--- config.mk ---
export PLATFORM = sky130hd
export DESIGN_NAME = bist_fail_logger
export DESIGN_NICKNAME = d
export VERILOG_FILES = /design/src/rtl/bist_pkg.sv /design/src/rtl/bist_fail_fifo.sv /design/src/rtl/bist_fail_logger.sv
export SDC_FILE = /design/constraint.sdc
export NUM_CORES = 1
export LEC_CHECK = 0
export CAP_MARGIN = 20
export CORE_MARGIN = 4
export CORE_UTILIZATION = 50
export DETAILED_ROUTE_END_ITERATION = 16
export PLACE_DENSITY = 0.67
export SYNTH_ARGS = -nofsm -noshare
export SYNTH_HDL_FRONTEND = slang
export SYNTH_SLANG_ARGS = --single-unit
--- constraint.sdc ---
create_clock -name clk -period 3.37 [get_ports clk]
set_input_delay 0.674 -clock clk [delete_from_list [all_inputs] [get_ports clk]]
set_output_delay 0.674 -clock clk [all_outputs]
set_load 0.03 [all_outputs]
--- src/rtl/bist_pkg.sv ---
// Shared types for the BIST failure logger: run-state encoding and the logged failure entry.
package bist_pkg;
  localparam int BIST_ADDR_W = 8;
  localparam int BIST_ELEM_W = 3;

  typedef enum logic [1:0] {IDLE = 2'd0, RUN = 2'd1, DONE = 2'd2} bist_state_e;

  typedef struct packed {
    logic [BIST_ADDR_W-1:0] addr;
    logic [BIST_ELEM_W-1:0] elem;
  } fail_entry_t;
endpackage

--- src/rtl/bist_fail_fifo.sv ---
// Circular show-ahead buffer; the head is held in its own register so it keeps its last value when empty.
module bist_fail_fifo #(
  parameter int DEPTH = 8,
  parameter int W     = 11
) (
  input  logic         clk,
  input  logic         rst,
  input  logic         flush,
  input  logic         push,
  input  logic         pop,
  input  logic [W-1:0] din,
  output logic         full,
  output logic         empty,
  output logic [W-1:0] head
);
  localparam int PW = $clog2(DEPTH);
  localparam logic [PW:0] FULL_N = (PW+1)'(DEPTH);

  logic [W-1:0]  mem_q [DEPTH];
  logic [PW-1:0] wr_q, rd_q, rd_nxt;
  logic [PW:0]   cnt_q, cnt_d;
  logic [W-1:0]  head_q;
  logic          push_ok, pop_ok;

  assign empty   = (cnt_q == '0);
  assign full    = (cnt_q == FULL_N);
  assign head    = head_q;
  assign pop_ok  = pop && !empty;
  // A push into a full buffer is fine when the head leaves on the same edge.
  assign push_ok = push && (!full || pop_ok);
  assign rd_nxt  = rd_q + PW'(1);

  always_comb begin
    cnt_d = cnt_q;
    case ({push_ok, pop_ok})
      2'b10:   cnt_d = cnt_q + (PW+1)'(1);
      2'b01:   cnt_d = cnt_q - (PW+1)'(1);
      default: cnt_d = cnt_q;
    endcase
  end

  always_ff @(posedge clk) begin
    if (push_ok && !flush) mem_q[wr_q] <= din;
  end

  always_ff @(posedge clk or posedge rst) begin
    if (rst) begin
      wr_q   <= '0;
      rd_q   <= '0;
      cnt_q  <= '0;
      head_q <= '0;
    end else if (flush) begin
      wr_q  <= '0;
      rd_q  <= '0;
      cnt_q <= '0;
    end else begin
      if (push_ok) wr_q <= wr_q + PW'(1);
      if (pop_ok)  rd_q <= rd_nxt;
      cnt_q <= cnt_d;
      // Head follows the incoming entry only when it becomes the sole occupant.
      if (push_ok && (empty || (pop_ok && cnt_q == (PW+1)'(1))))
        head_q <= din;
      else if (pop_ok && cnt_q > (PW+1)'(1))
        head_q <= mem_q[rd_nxt];
    end
  end
endmodule

--- src/rtl/bist_fail_logger.sv ---
// Counts comparator mismatches per BIST run, logs the first LOG_DEPTH of them, and reports run status.
module bist_fail_logger
  import bist_pkg::*;
#(
  parameter int ADDR_W    = BIST_ADDR_W,
  parameter int ELEM_W    = BIST_ELEM_W,
  parameter int LOG_DEPTH = 8,
  parameter int CNT_W     = 12
) (
  input  logic              clk,
  input  logic              rst,
  input  logic              test_start,
  input  logic              test_done,
  input  logic              cmp_valid,
  input  logic              comp_out,
  input  logic [ADDR_W-1:0] cmp_addr,
  input  logic [ELEM_W-1:0] cmp_elem,
  input  logic              log_rd,
  output logic              log_valid,
  output logic [ADDR_W-1:0] log_addr,
  output logic [ELEM_W-1:0] log_elem,
  output logic [CNT_W-1:0]  fail_count,
  output logic              overflow,
  output logic              busy,
  output logic              done,
  output logic              pass
);
  bist_state_e         st_q, st_d;
  logic [CNT_W-1:0]    cnt_q, cnt_d;
  logic                ovf_q, ovf_d;
  logic                fail_ev, log_full, log_empty, pop_ok;
  logic [ADDR_W+ELEM_W-1:0] head;

  // A compare landing on the test_start cycle belongs to the old run and is discarded.
  assign fail_ev = (st_q == RUN) && cmp_valid && comp_out && !test_start;
  assign pop_ok  = log_rd && !log_empty;

  always_comb begin
    st_d = st_q;
    case (st_q)
      IDLE:    if (test_start) st_d = RUN;
      RUN:     if (test_start) st_d = RUN;
               else if (test_done) st_d = DONE;
      DONE:    if (test_start) st_d = RUN;
      default: st_d = IDLE;
    endcase
  end

  always_comb begin
    cnt_d = cnt_q;
    ovf_d = ovf_q;
    if (test_start) begin
      cnt_d = '0;
      ovf_d = 1'b0;
    end else if (fail_ev) begin
      if (cnt_q != '1) cnt_d = cnt_q + CNT_W'(1);
      if (log_full && !pop_ok) ovf_d = 1'b1;
    end
  end

  always_ff @(posedge clk or posedge rst) begin
    if (rst) begin
      st_q  <= IDLE;
      cnt_q <= '0;
      ovf_q <= 1'b0;
    end else begin
      st_q  <= st_d;
      cnt_q <= cnt_d;
      ovf_q <= ovf_d;
    end
  end

  bist_fail_fifo #(.DEPTH(LOG_DEPTH), .W(ADDR_W+ELEM_W)) u_log (
    .clk  (clk),
    .rst  (rst),
    .flush(test_start),
    .push (fail_ev),
    .pop  (log_rd),
    .din  ({cmp_addr, cmp_elem}),
    .full (log_full),
    .empty(log_empty),
    .head (head)
  );

  assign log_valid  = !log_empty;
  assign log_addr   = head[ADDR_W+ELEM_W-1:ELEM_W];
  assign log_elem   = head[ELEM_W-1:0];
  assign fail_count = cnt_q;
  assign overflow   = ovf_q;
  assign busy       = (st_q == RUN);
  assign done       = (st_q == DONE);
  assign pass       = (st_q == DONE) && (cnt_q == '0);
endmodule

# Word-level counts from Yosys, hierarchy flattened
# Memories as Yosys holds them, arrays and structs flattened.
# Index checks and enable logic that the tools add are counted.
[word_totals]
word_cells = 76
in_bits = 18
reg_bits = 36
mem_count = 1
output_inout_bits = 28
mem_bits_rw = 88
[classes]
reduce_logical = 32
n_addsub = 5
n_eq_ne = 9
n_mux = 20
bitwise = 1
n_lt_le_gt_ge = 1
[memory_table]
columns = ["memory", "words", "width", "read_ports", "rd_ports_with_merged_regs", "wr", "line", "source"]
rows = [
  ["u_log.mem_q", 8, 11, 1, 0, 1, "bist_fail_fifo.sv:19", "logic [W-1:0] mem_q [DEPTH];"],
]
[ops]
columns = ["operator", "count"]
rows = [
  ["$mux W12", 3],
  ["$mux W11", 2],
  ["$add A12 B1 Y12 const B", 1],
  ["$logic_not A12 Y1", 1],
  ["$mux W3", 4],
  ["$ne A12 B12 Y1 const B", 1],
  ["$reduce_bool A2 Y1", 6],
  ["$logic_and A1 B1 Y1", 11],
  ["$pmux W4 S2", 1],
  ["$reduce_and A2 Y1", 4],
  ["$add A3 B1 Y3 const B", 2],
  ["$mux W2", 3],
  ["$mux W1", 5],
  ["$add A4 B1 Y4 const B", 1],
  ["$eq A2 B1 Y1 const B", 2],
  ["$eq A2 B2 Y1 const B", 2],
  ["$eq A4 B1 Y1 const B", 1],
  ["$eq A4 B4 Y1 const B", 1],
  ["$gt A4 B1 Y1 const B", 1],
  ["$logic_not A1 Y1", 4],
  ["$logic_not A4 Y1", 1],
  ["$mux W4", 1],
  ["$pmux W2 S2", 1],
  ["$sub A4 B1 Y4 const B", 1],
  ["7 further kinds", 8],
]

# Depth between registers and ports, before layout
# Gate-level depths: netlist of run 1.
[logic_depth]
ltp_word = 8
ltp_mapped = 8
ltp_nobuf = 7

# By module
# From an unflattened synthesis of run 1, not the netlist that was laid out.
[unflattened]
hier_cells = 442
area_unflattened_um2 = 5669.2
[modules_own_cells]
columns = ["mod", "seq_area_each_um2", "area_per_inst_um2", "n_inst", "cells_per_inst"]
rows = [
  ["bist_fail_fifo", 3168.0, 4799.6, 1, 352],
  ["bist_fail_logger", 375.4, 869.6, 1, 90],
]

# Least setup slack after synthesis of run 1
# OpenSTA, ideal clock, no wires.
[synth_timing]
path_type = "in2reg"
startpoint = "input comp_out"
endpoint = "memory u_log.mem_q[6][0], enable pin"
t_arrival_ps = 2187
path_buffers = 0
setup_slack_ps = 775
setup_time_ps = 408
required_ps = 2962
cell_stages = 3
path_cell_list = "and4b_1 > nand2b_1 > nor4_1"
[synth_via]
elab_chain_cells = 6
[synth_rtl]
columns = ["item", "line", "source"]
rows = [
  ["start, declared", "bist_fail_logger.sv:15", "input logic comp_out,"],
  ["$logic_and A1 B1 Y1 (2 in series)", "bist_fail_logger.sv:35", "assign fail_ev = (st_q == RUN) && cmp_valid && comp_out && !test_start;"],
  ["$logic_and A1 B1 Y1", "bist_fail_fifo.sv:30", "assign push_ok = push && (!full || pop_ok);"],
  ["$logic_and A1 B1 Y1", "bist_fail_fifo.sv:43", "if (push_ok && !flush) mem_q[wr_q] <= din;"],
  ["$mux W1", "bist_fail_fifo.sv:43", ""],
  ["$mux W1 (implied by the code)", "bist_fail_fifo.sv:43", ""],
  ["end, declared", "bist_fail_fifo.sv:19", ""],
]
# No other way between the ends.

# Final worst setup path of run 1
[layout_timing]
startpoint = "register u_log.cnt_q[1]"
endpoint = "output log_valid"
[layout_via]
elab_chain_cells = 2
[layout_rtl]
columns = ["item", "line", "source"]
rows = [
  ["start, declared", "bist_fail_fifo.sv:21", "logic [PW:0] cnt_q, cnt_d;"],
  ["start signal, assigned", "bist_fail_fifo.sv:59", "cnt_q <= cnt_d;"],
  ["$logic_not A4 Y1", "bist_fail_fifo.sv:25", "assign empty = (cnt_q == '0);"],
  ["$logic_not A1 Y1", "bist_fail_logger.sv:85", "assign log_valid = !log_empty;"],
  ["end, declared", "bist_fail_logger.sv:19", "output logic log_valid,"],
]
# No other way between the ends.

==> results of run 1 <==
cell usage in the layout, fill, tap and decap left out, types with 13 or more instances in the layout:
cell and n:
sky130_fd_sc_hd__a22oi_1 22, sky130_fd_sc_hd__buf_4 13, sky130_fd_sc_hd__clkbuf_16 16, sky130_fd_sc_hd__xnor2_1 13
sky130_fd_sc_hd__mux2i_1 47, sky130_fd_sc_hd__dfrtp_1 35, sky130_fd_sc_hd__nand2_1 22, sky130_fd_sc_hd__nor2_1 40
sky130_fd_sc_hd__edfxtp_1 88, sky130_fd_sc_hd__nand3_1 21, sky130_fd_sc_hd__clkdlybuf4s50_1 45
logic make-up after synthesis:
logic type,count (synthesis)
AOI/OAI and AO/OA,56
DFF,124
xor gates and xnor gates,17
muxes,47
adders and majority gates,7
and+or+nand+nor,124
buffers and inverters,31
routing by layer:
| layer | part of all wire | vias to the layer above | GRT usage |
|---|---|---|---|
| met2 | 0.48 | 83 | 0.2918 |
| met5 | 0 | - | 0 |
| li1 | - | 1633 | - |
| met1 | 0.46 | 1722 | 0.2774 |
| met3 | 0.052 | 11 | 0.04293 |
| met4 | 0.011 | 0 | 0.05849 |
power by group:
part           switching (uW)  internal [uW]
registers                92.4           1740
logic                     733            507
clock network             623           1270
total                    1450           3520
through the flow:
stage | hold slack, ps | power (uW)
6_report | 490.7 | 4966
5_1_grt | 511.6 | 5190
4_1_cts | 492.1 | 4999
3_5_place_dp | 503.1 | 3090
3_3_place_gp | 491.7 | 3062
2_1_floorplan | 460.8 | 2718
layout make-up:
type | count | area, um^2 | area share
well taps | 136 | 170.2 | 0.02554
multi-input cells | 251 | 1745 | 0.2620
clock buffers | 20 | 425.4 | 0.06385
flip-flops and latches | 124 | 3545 | 0.5320
clock inverters | 12 | 195.2 | 0.02930
repair buffers | 58 | 548.0 | 0.08225
inverters | 9 | 33.78 | 0.005070
sequential cells by signal, indices dropped and copies added (netlist names):
signal	flops
st_q	2
u_log.cnt_q	4
fail_count	12
u_log.rd_q	3
u_log.mem_q	88
overflow	1
u_log.wr_q	3
u_log.head	11
path summary, 6_finish.rpt:
path                                            start                          end  cells after the start
max                        u_log.cnt_q[1]$_DFFE_PP0P_                    log_valid                      4
min                                               rst    u_log.head[7]$_DFFE_PP0P_                      2
max reg2reg                u_log.cnt_q[1]$_DFFE_PP0P_  u_log.mem_q[2][6]$_DFFE_PP_                      5
min reg2reg                       st_q[1]$_DFFE_PP0P_          st_q[0]$_DFFE_PP0P_                      1
max in group asynchronous                         rst    u_log.head[0]$_DFFE_PP0P_                      3
min in group clk                  st_q[1]$_DFFE_PP0P_          st_q[0]$_DFFE_PP0P_                      1
==> flow_summary.ini, run 1 <==
[final_layout]
stdcell_count = 610
num_antenna_cells = 0
final_net_count = 486
fillCellCount = 796
finish.utilization = 0.6396
syn2layout_area_growth_pct = 23.32
layout_cells_sized_above_1 = 0.1076
stdcell_area_mm2 = 0.006663

[setup_path]
reg2reg_setup_slack_ps = 1010
cp.arrival_ps = 2560
timing.critical_path.fanout_max = 8
max_stage_delay_ps = 650
crit_required_ps = 2700
path_class = register to output port
critical-path-top-delay-family = buffers and inverters
timing.critical_path.to_type = output port
cp-start-kind = register
crit_slowest_cell = sky130_fd_sc_hd__clkdlybuf4s50_1
critical_path.cell_chain = inv_1 -> ha_1 -> or3b_1 -> clkdlybuf4s50_1
cp_num_buf_inv = 2

[synthesis]
synth.top_cells.by_area = sky130_fd_sc_hd__edfxtp_1, sky130_fd_sc_hd__dfrtp_1, sky130_fd_sc_hd__mux2i_1
synthSimpleGateAreaFrac = 0.1130
synth.top_cells.by_count = sky130_fd_sc_hd__edfxtp_1, sky130_fd_sc_hd__mux2i_1, sky130_fd_sc_hd__nor2_1, sky130_fd_sc_hd__dfrtp_1
synth_top_family_by_area = simple AND/OR/NAND/NOR gates
synth.yosys.warnings = 0
synthMuxAreaShare = 0.08708
synth.ff_latch_count = 124
syn-instance-count = 406
post_synth_instance_area_mm2 = 0.005403
synth.largest_area_cell = sky130_fd_sc_hd__edfxtp_1
yosys.cell_count.top_type = sky130_fd_sc_hd__edfxtp_1
synth-async-reset-ratio = 0.2903
synth.yosys.seq_area_share = 0.6559
synth-xor-area-share = 0.02756
syn_nets = 431
synth_top_area_share = 0.4891
synth_compound_area_frac = 0.07411
edff_count_synth = 88
synth.lib_cells_used.distinct = 41
avgSynthCellArea_um2 = 13.31
synth_fa_ha_area_frac = 0.01621
synth_top_flop_cell = sky130_fd_sc_hd__edfxtp_1

[clocking]
cts.clk_slew.worst_paths_ps = 60
hold_bufs_at_cts = 0
clk_latency_ps = 510
clk_path_buf_depth = 2
numCtsBuffers = 17
post-cts-setup-buffer-count = 0
tritoncts = done
cts.sink_count = 124
cts_repair_resize_count = 0
clock_tree.root_cell = sky130_fd_sc_hd__clkbuf_8
h-tree-depth = 4

[flow_run]
max-cap-violations = 0

[floorplanning]
die_area_mm2 = 0.01253
core.rowCount = 37
die_width_um = 112.0
io_pins = 46
start_util = 0.5187
coreArea_mm2 = 0.01042
die_height_um = 112.0

[min_path]
path_class_of_the_lowest_slack_min_delay_path = primary input to asynchronous set/reset pin

[placed_design]
final_hpwl_from_detailed_placement_um = 7274
place_inst = 578
globalplace.congestion = 0.7611
dpl_cell_area_mm2 = 0.006042
portBuffers = 45
worst_setup_timing_slack_at_the_placement_stage_ps = 527.6

[timing]
fmax_mhz = 309.5
worst_slew_pin_slew_ps = 976.9
finalWorstPathRequiredPeriod_ps = 3231
hold_viol = 0
setup_viol = 0
layout_setup_ws_ps = 139.5
rsz0062_at_grt = no
clock-skew-final_ps = 8.914
final_max_slew_viol_count = 0
worst_slew_margin_rel = 0.3463
setup_total_negative_slack_ps = 0
fin_crit_sh = 0.9586

[global_routing]
grt_antenna_before_repair = 0
grt_pass1_vias = 3415
grt_usage = 0.1916
grt_first_pass_wirelength_um = 18490
grt_overflow = 0
pin_count_of_the_biggest_net_entering_global_routing = 46

[detailed_routing]
detail_route.drc_violations = 0
firstDrtPassIters = 4
routed_wl_um = 11530
drt-wirelength-per-cell_um = 18.91
route.vias.total = 3449
drtAntennaViolNets = 0
dr.first_iter.drc_count = 225
detail_route.vias_per_cell = 5.654

[power]
powerDensity_mw_per_mm2 = 745.3
p_leak_uw = 0.002350
peakVddDrop_mv = 0.4409

[outcome]
status = completed
Power figures use the tool's default switching activity.
==> run 2, diff against run 1 <==
Settings changed: CORE_UTILIZATION 50 to 30, PLACE_DENSITY 0.67 to 0.44.
==> flow_summary.ini, run 2 (synthesized netlist as in run 1, its figures left out) <==
[timing]
setup_total_negative_slack_ps = 0
setup_viol = 0
fin_crit_sh = 0.9185
clock-skew-final_ps = 6.403
worst_slew_pin_slew_ps = 990.0
hold_viol = 0
worst_slew_margin_rel = 0.3376
finalWorstPathRequiredPeriod_ps = 3095
final_max_slew_viol_count = 0
fmax_mhz = 323.1
rsz0062_at_grt = no

[clocking]
clk_latency_ps = 410
clk_path_buf_depth = 2
h-tree-depth = 4
cts.sink_count = 124
numCtsBuffers = 17
clock_tree.root_cell = sky130_fd_sc_hd__clkbuf_16
tritoncts = done
cts_repair_resize_count = 0
post-cts-setup-buffer-count = 0
hold_bufs_at_cts = 0
cts.clk_slew.worst_paths_ps = 50

[placed_design]
final_hpwl_from_detailed_placement_um = 8204
globalplace.congestion = 0.7724
place_inst = 668
portBuffers = 45

[global_routing]
grt_pass1_vias = 3566
grt_antenna_before_repair = 0
pin_count_of_the_biggest_net_entering_global_routing = 46
grt_usage = 0.1356
grt_first_pass_wirelength_um = 20420
grt_overflow = 0

[floorplanning]
core.rowCount = 48
coreArea_mm2 = 0.01748
start_util = 0.3091
die_width_um = 142.2
io_pins = 46
die_area_mm2 = 0.02022
die_height_um = 142.2

[final_layout]
largest_register_ff_count = 88
final_net_count = 487
regMostFlops = u_log.mem_q
num_antenna_cells = 0
syn2layout_area_growth_pct = 24.57
stdcell_count = 700
mostFrequentLayoutCells = sky130_fd_sc_hd__edfxtp_1, sky130_fd_sc_hd__mux2i_1, sky130_fd_sc_hd__clkdlybuf4s50_1, sky130_fd_sc_hd__nor2_1, sky130_fd_sc_hd__dfrtp_1
layout_cells_sized_above_1 = 0.1137
final_common_cell = sky130_fd_sc_hd__edfxtp_1

[detailed_routing]
dr.first_iter.drc_count = 237
drtAntennaViolNets = 0
detail_route.vias_per_cell = 4.840
route.vias.total = 3388
wl_met2_um = 6037
firstDrtPassIters = 4
routed_wl_um = 12810
met3RoutedLength_um = 431
highest-signal-layer = met4
wl_met1_um = 6245
drt-wirelength-per-cell_um = 18.30
detail_route.drc_violations = 0

[setup_path]
timing.critical_path.to_type = output port
timing.critical_path.fanout_max = 8
path_class = register to output port
cp-start-kind = register
cp.arrival_ps = 2420
crit_required_ps = 2700

[power]
power.share.sequential = 0.383
power_frac_clock = 0.356
power.switching_fraction = 0.3052
p_leak_uw = 0.002330
comb_power_share = 0.261
peakVddDrop_mv = 0.3661
switching_power_uw = 1459
powerDensity_mw_per_mm2 = 710.2
power.internal_uw = 3321

[flow_run]
max-cap-violations = 0

[min_path]
path_class_of_the_lowest_slack_min_delay_path = register to register

[outcome]
status = completed
## run 2: cell types whose count changed in the layout (fill, tap and decap cells not counted), moves of 2 or more
cell / previous run / this run
sky130_fd_sc_hd__clkbuf_1: 3 / 1
sky130_fd_sc_hd__clkinvlp_4: 1 / 3
sky130_fd_sc_hd__clkbuf_8: 1 / 3
sky130_fd_sc_hd__bufinv_16: 5 / 1
## run 2: final timing paths
| path | startpoint | endpoint | slack (ps) | cells after the start |
|---|---|---|---|---|
| min in group asynchronous | rst | u_log.head[4]$_DFFE_PP0P_ | 700 | 3 |
| min | st_q[1]$_DFFE_PP0P_ | st_q[0]$_DFFE_PP0P_ | 510 | 1 |
| max reg2reg | u_log.cnt_q[0]$_DFFE_PP0P_ | u_log.mem_q[4][5]$_DFFE_PP_ | 1100 | 5 |
| max in group asynchronous | rst | u_log.rd_q[0]$_DFFE_PP0P_ | 2280 | 3 |
| max | u_log.cnt_q[0]$_DFFE_PP0P_ | log_valid | 270 | 4 |
| min reg2reg | st_q[1]$_DFFE_PP0P_ | st_q[0]$_DFFE_PP0P_ | 510 | 1 |
## run 2: layer usage
layer | track usage | vias up
li1 | - | 1638
met1 | 0.1867 | 1685
met2 | 0.2092 | 60
met3 | 0.03360 | 5
met4 | 0.04798 | 0
met5 | 0 | -
## run 2: power groups by stage
| stage | sequential, uW | clock [uW] | combinational (uW) |
|---|---|---|---|
| finish | 1830 | 1700 | 1250 |
| detailed placement | 1860 | 0 | 1270 |
| global placement | 1860 | 0 | 1260 |
| global route | 1850 | 1830 | 1370 |
| floorplan | 1950 | 0 | 769 |
| CTS | 1830 | 1750 | 1270 |
## run 2: per-stage QoR
stage	total power [uW]	util	hold WS, ps	setup WS (ps)	instance area, um^2
2_1_floorplan	2718	-	460.8	775.0	5403
5_1_grt	5045	0.3851	540.4	165.2	6730
4_1_cts	4851	0.3851	507.1	243.9	6730
3_5_place_dp	3127	0.3528	505.0	570.6	6166
3_3_place_gp	3119	0.3528	488.6	602.9	6166
6_report	4780	0.3851	505.6	274.8	6730
## run 2: worst max-delay path: stages, from the launching register on
cell                              delay (ps)
sky130_fd_sc_hd__dfrtp_1                 430
sky130_fd_sc_hd__inv_1                   120
sky130_fd_sc_hd__ha_1                    300
sky130_fd_sc_hd__or3b_1                  520
sky130_fd_sc_hd__clkdlybuf4s50_1         650
## run 2: cell type report
class,instances,area [um^2]
Fill cell,1632,10750
Sequential cell,124,3545
Tap cell,225,281.5
Multi-Input combinational cell,251,1750
Clock buffer,21,470.5
Clock inverter,11,93.84
Timing Repair Buffer,59,555.5
Inverter,9,33.78
==> run 3, diff against run 2 <==
Settings changed: CORE_UTILIZATION 30 to 57, MAX_ROUTING_LAYER set to met4, PLACE_DENSITY 0.44 to 0.76.
==> flow_summary.ini, run 3 (synthesized netlist as in run 1, its figures left out) <==
[placed_design]
place_inst = 571
worst_setup_timing_slack_at_the_placement_stage_ps = 441.3
globalplace.congestion = 0.8284
portBuffers = 45
final_hpwl_from_detailed_placement_um = 7198

[timing]
rsz0062_at_grt = no
worst_slew_pin_slew_ps = 960.3
final_max_slew_viol_count = 0
setup_total_negative_slack_ps = 0
hold_viol = 0
finalWorstPathRequiredPeriod_ps = 3200
layout_setup_ws_ps = 169.5
fmax_mhz = 312.5
setup_viol = 0
worst_slew_margin_rel = 0.3574
clock-skew-final_ps = 9.819
fin_crit_sh = 0.9497
fin_hold_ws_ps = 333.5

[floorplanning]
die_height_um = 105.4
coreArea_mm2 = 0.009240
core.rowCount = 35
die_width_um = 105.4
die_area_mm2 = 0.01110
io_pins = 46
start_util = 0.5847

[power]
powerDensity_mw_per_mm2 = 737.2
power_uw = 4886
peakVddDrop_mv = 0.4388
p_leak_uw = 0.002337

[setup_path]
max_stage_delay_ps = 650
cp-start-kind = register
critical_path.cell_chain = inv_1 -> ha_1 -> or3b_1 -> clkdlybuf4s50_1
timing.critical_path.fanout_max = 8
crit-reg2reg-launch = u_log.cnt_q[0]$_DFFE_PP0P_
crit_slowest_cell = sky130_fd_sc_hd__clkdlybuf4s50_1
cp.arrival_ps = 2530
critPathLaunch = u_log.cnt_q[1]$_DFFE_PP0P_
worst-r2r-cell-count = 5
path_class = register to output port
timing.critical_path.to_type = output port
crit_required_ps = 2700

[global_routing]
grt_usage = 0.2253
grt_pass1_vias = 3487
grt_first_pass_wirelength_um = 18460
grt_overflow = 0
pin_count_of_the_biggest_net_entering_global_routing = 46
grt_antenna_before_repair = 0

[min_path]
path_class_of_the_lowest_slack_min_delay_path = primary input to asynchronous set/reset pin

[detailed_routing]
routed_wl_um = 11370
firstDrtPassIters = 5
wl_met2_um = 5505
drtAntennaViolNets = 0
detail_route.drc_violations = 0
detail_route.vias_per_cell = 5.867
met3RoutedLength_um = 801
highest-signal-layer = met4
wl_met1_um = 4931
dr.first_iter.drc_count = 281
route.vias.total = 3532
drt-wirelength-per-cell_um = 18.89

[final_layout]
regMostFlops = u_log.mem_q
area.sequential_mm2 = 0.003545
num_antenna_cells = 0
syn2layout_area_growth_pct = 22.67
fillCellCount = 616
final_common_cell = sky130_fd_sc_hd__edfxtp_1
mostFrequentLayoutCells = sky130_fd_sc_hd__edfxtp_1, sky130_fd_sc_hd__mux2i_1, sky130_fd_sc_hd__clkdlybuf4s50_1, sky130_fd_sc_hd__nor2_1, sky130_fd_sc_hd__dfrtp_1
stdcell_count = 602
largest_register_ff_count = 88
final_net_count = 486
layout_cells_sized_above_1 = 0.1057
area_of_the_multi_input_gates_mm2 = 0.001745

[clocking]
cts.sink_count = 124
hold_bufs_at_cts = 0
post-cts-setup-buffer-count = 0
cts.clk_slew.worst_paths_ps = 60
cts_repair_resize_count = 0
clock_tree.root_cell = sky130_fd_sc_hd__clkbuf_8
h-tree-depth = 4
tritoncts = done
numCtsBuffers = 17
clk_path_buf_depth = 2
clk_latency_ps = 510

[outcome]
status = completed

[flow_run]
max-cap-violations = 0
run 3: cell count changes in the layout (fill, tap and decap cells not counted):
cell and delta:
sky130_fd_sc_hd__bufinv_16 +3, sky130_fd_sc_hd__clkinv_1 -1, sky130_fd_sc_hd__nor3_2 -1, sky130_fd_sc_hd__clkinvlp_4 -2, sky130_fd_sc_hd__clkbuf_1 +2, sky130_fd_sc_hd__clkinv_4 +1, sky130_fd_sc_hd__clkbuf_8 -2, sky130_fd_sc_hd__nor3_1 +1
sky130_fd_sc_hd__clkbuf_16 -1, sky130_fd_sc_hd__buf_4 -1, sky130_fd_sc_hd__clkinv_2 -1
run 3: power by group:
group | total, uW | switching, uW | internal, uW
sequential | 1830 | 90.4 | 1740
clock | 1820 | 628 | 1200
combinational | 1230 | 727 | 506
total | 4890 | 1440 | 3440
run 3: worst max-delay path, delay by kind of cell, from the launching register on:
family / cells / cell delay [ps]
buffers and inverters: 2 / 760
flip-flops: 1 / 430
adder cells (fa/ha/maj): 1 / 290
AND/OR/NAND/NOR: 1 / 530
run 3: layout make-up:
cell class	instances	area share
sequential	124	0.5348
clock inverter	11	0.02549
multi-input combinational	251	0.2634
inverter	9	0.005097
clock buffer	20	0.06419
timing repair buffer	58	0.08269
tap	129	0.02435
run 3: worst paths after layout:
kind,endpoint,slack [ps]
max in group asynchronous,fail_count[4]$_DFFE_PP0P_,2540
hold reg to reg,st_q[0]$_DFFE_PP0P_,510
hold / removal,u_log.cnt_q[3]$_DFFE_PP0P_,330
min in group clk,st_q[0]$_DFFE_PP0P_,510
setup / recovery,log_valid,170
setup reg to reg,u_log.mem_q[4][5]$_DFFE_PP_,1060
run 3: layer usage:
metal / vias up / track usage
met5: - / -
met4: 0 / 0.07591
met3: 14 / 0.05266
met2: 132 / 0.3388
met1: 1744 / 0.3058
li1: 1642 / -
run 3: stage by stage:
| step | utilization | area (um^2) |
|---|---|---|
| after CTS | 0.7173 | 6628 |
| final | 0.7173 | 6628 |
| after global placement | 0.6529 | 6033 |
| after detailed placement | 0.6529 | 6033 |
| after global routing | 0.7173 | 6628 |
| after floorplan | - | 5403 |
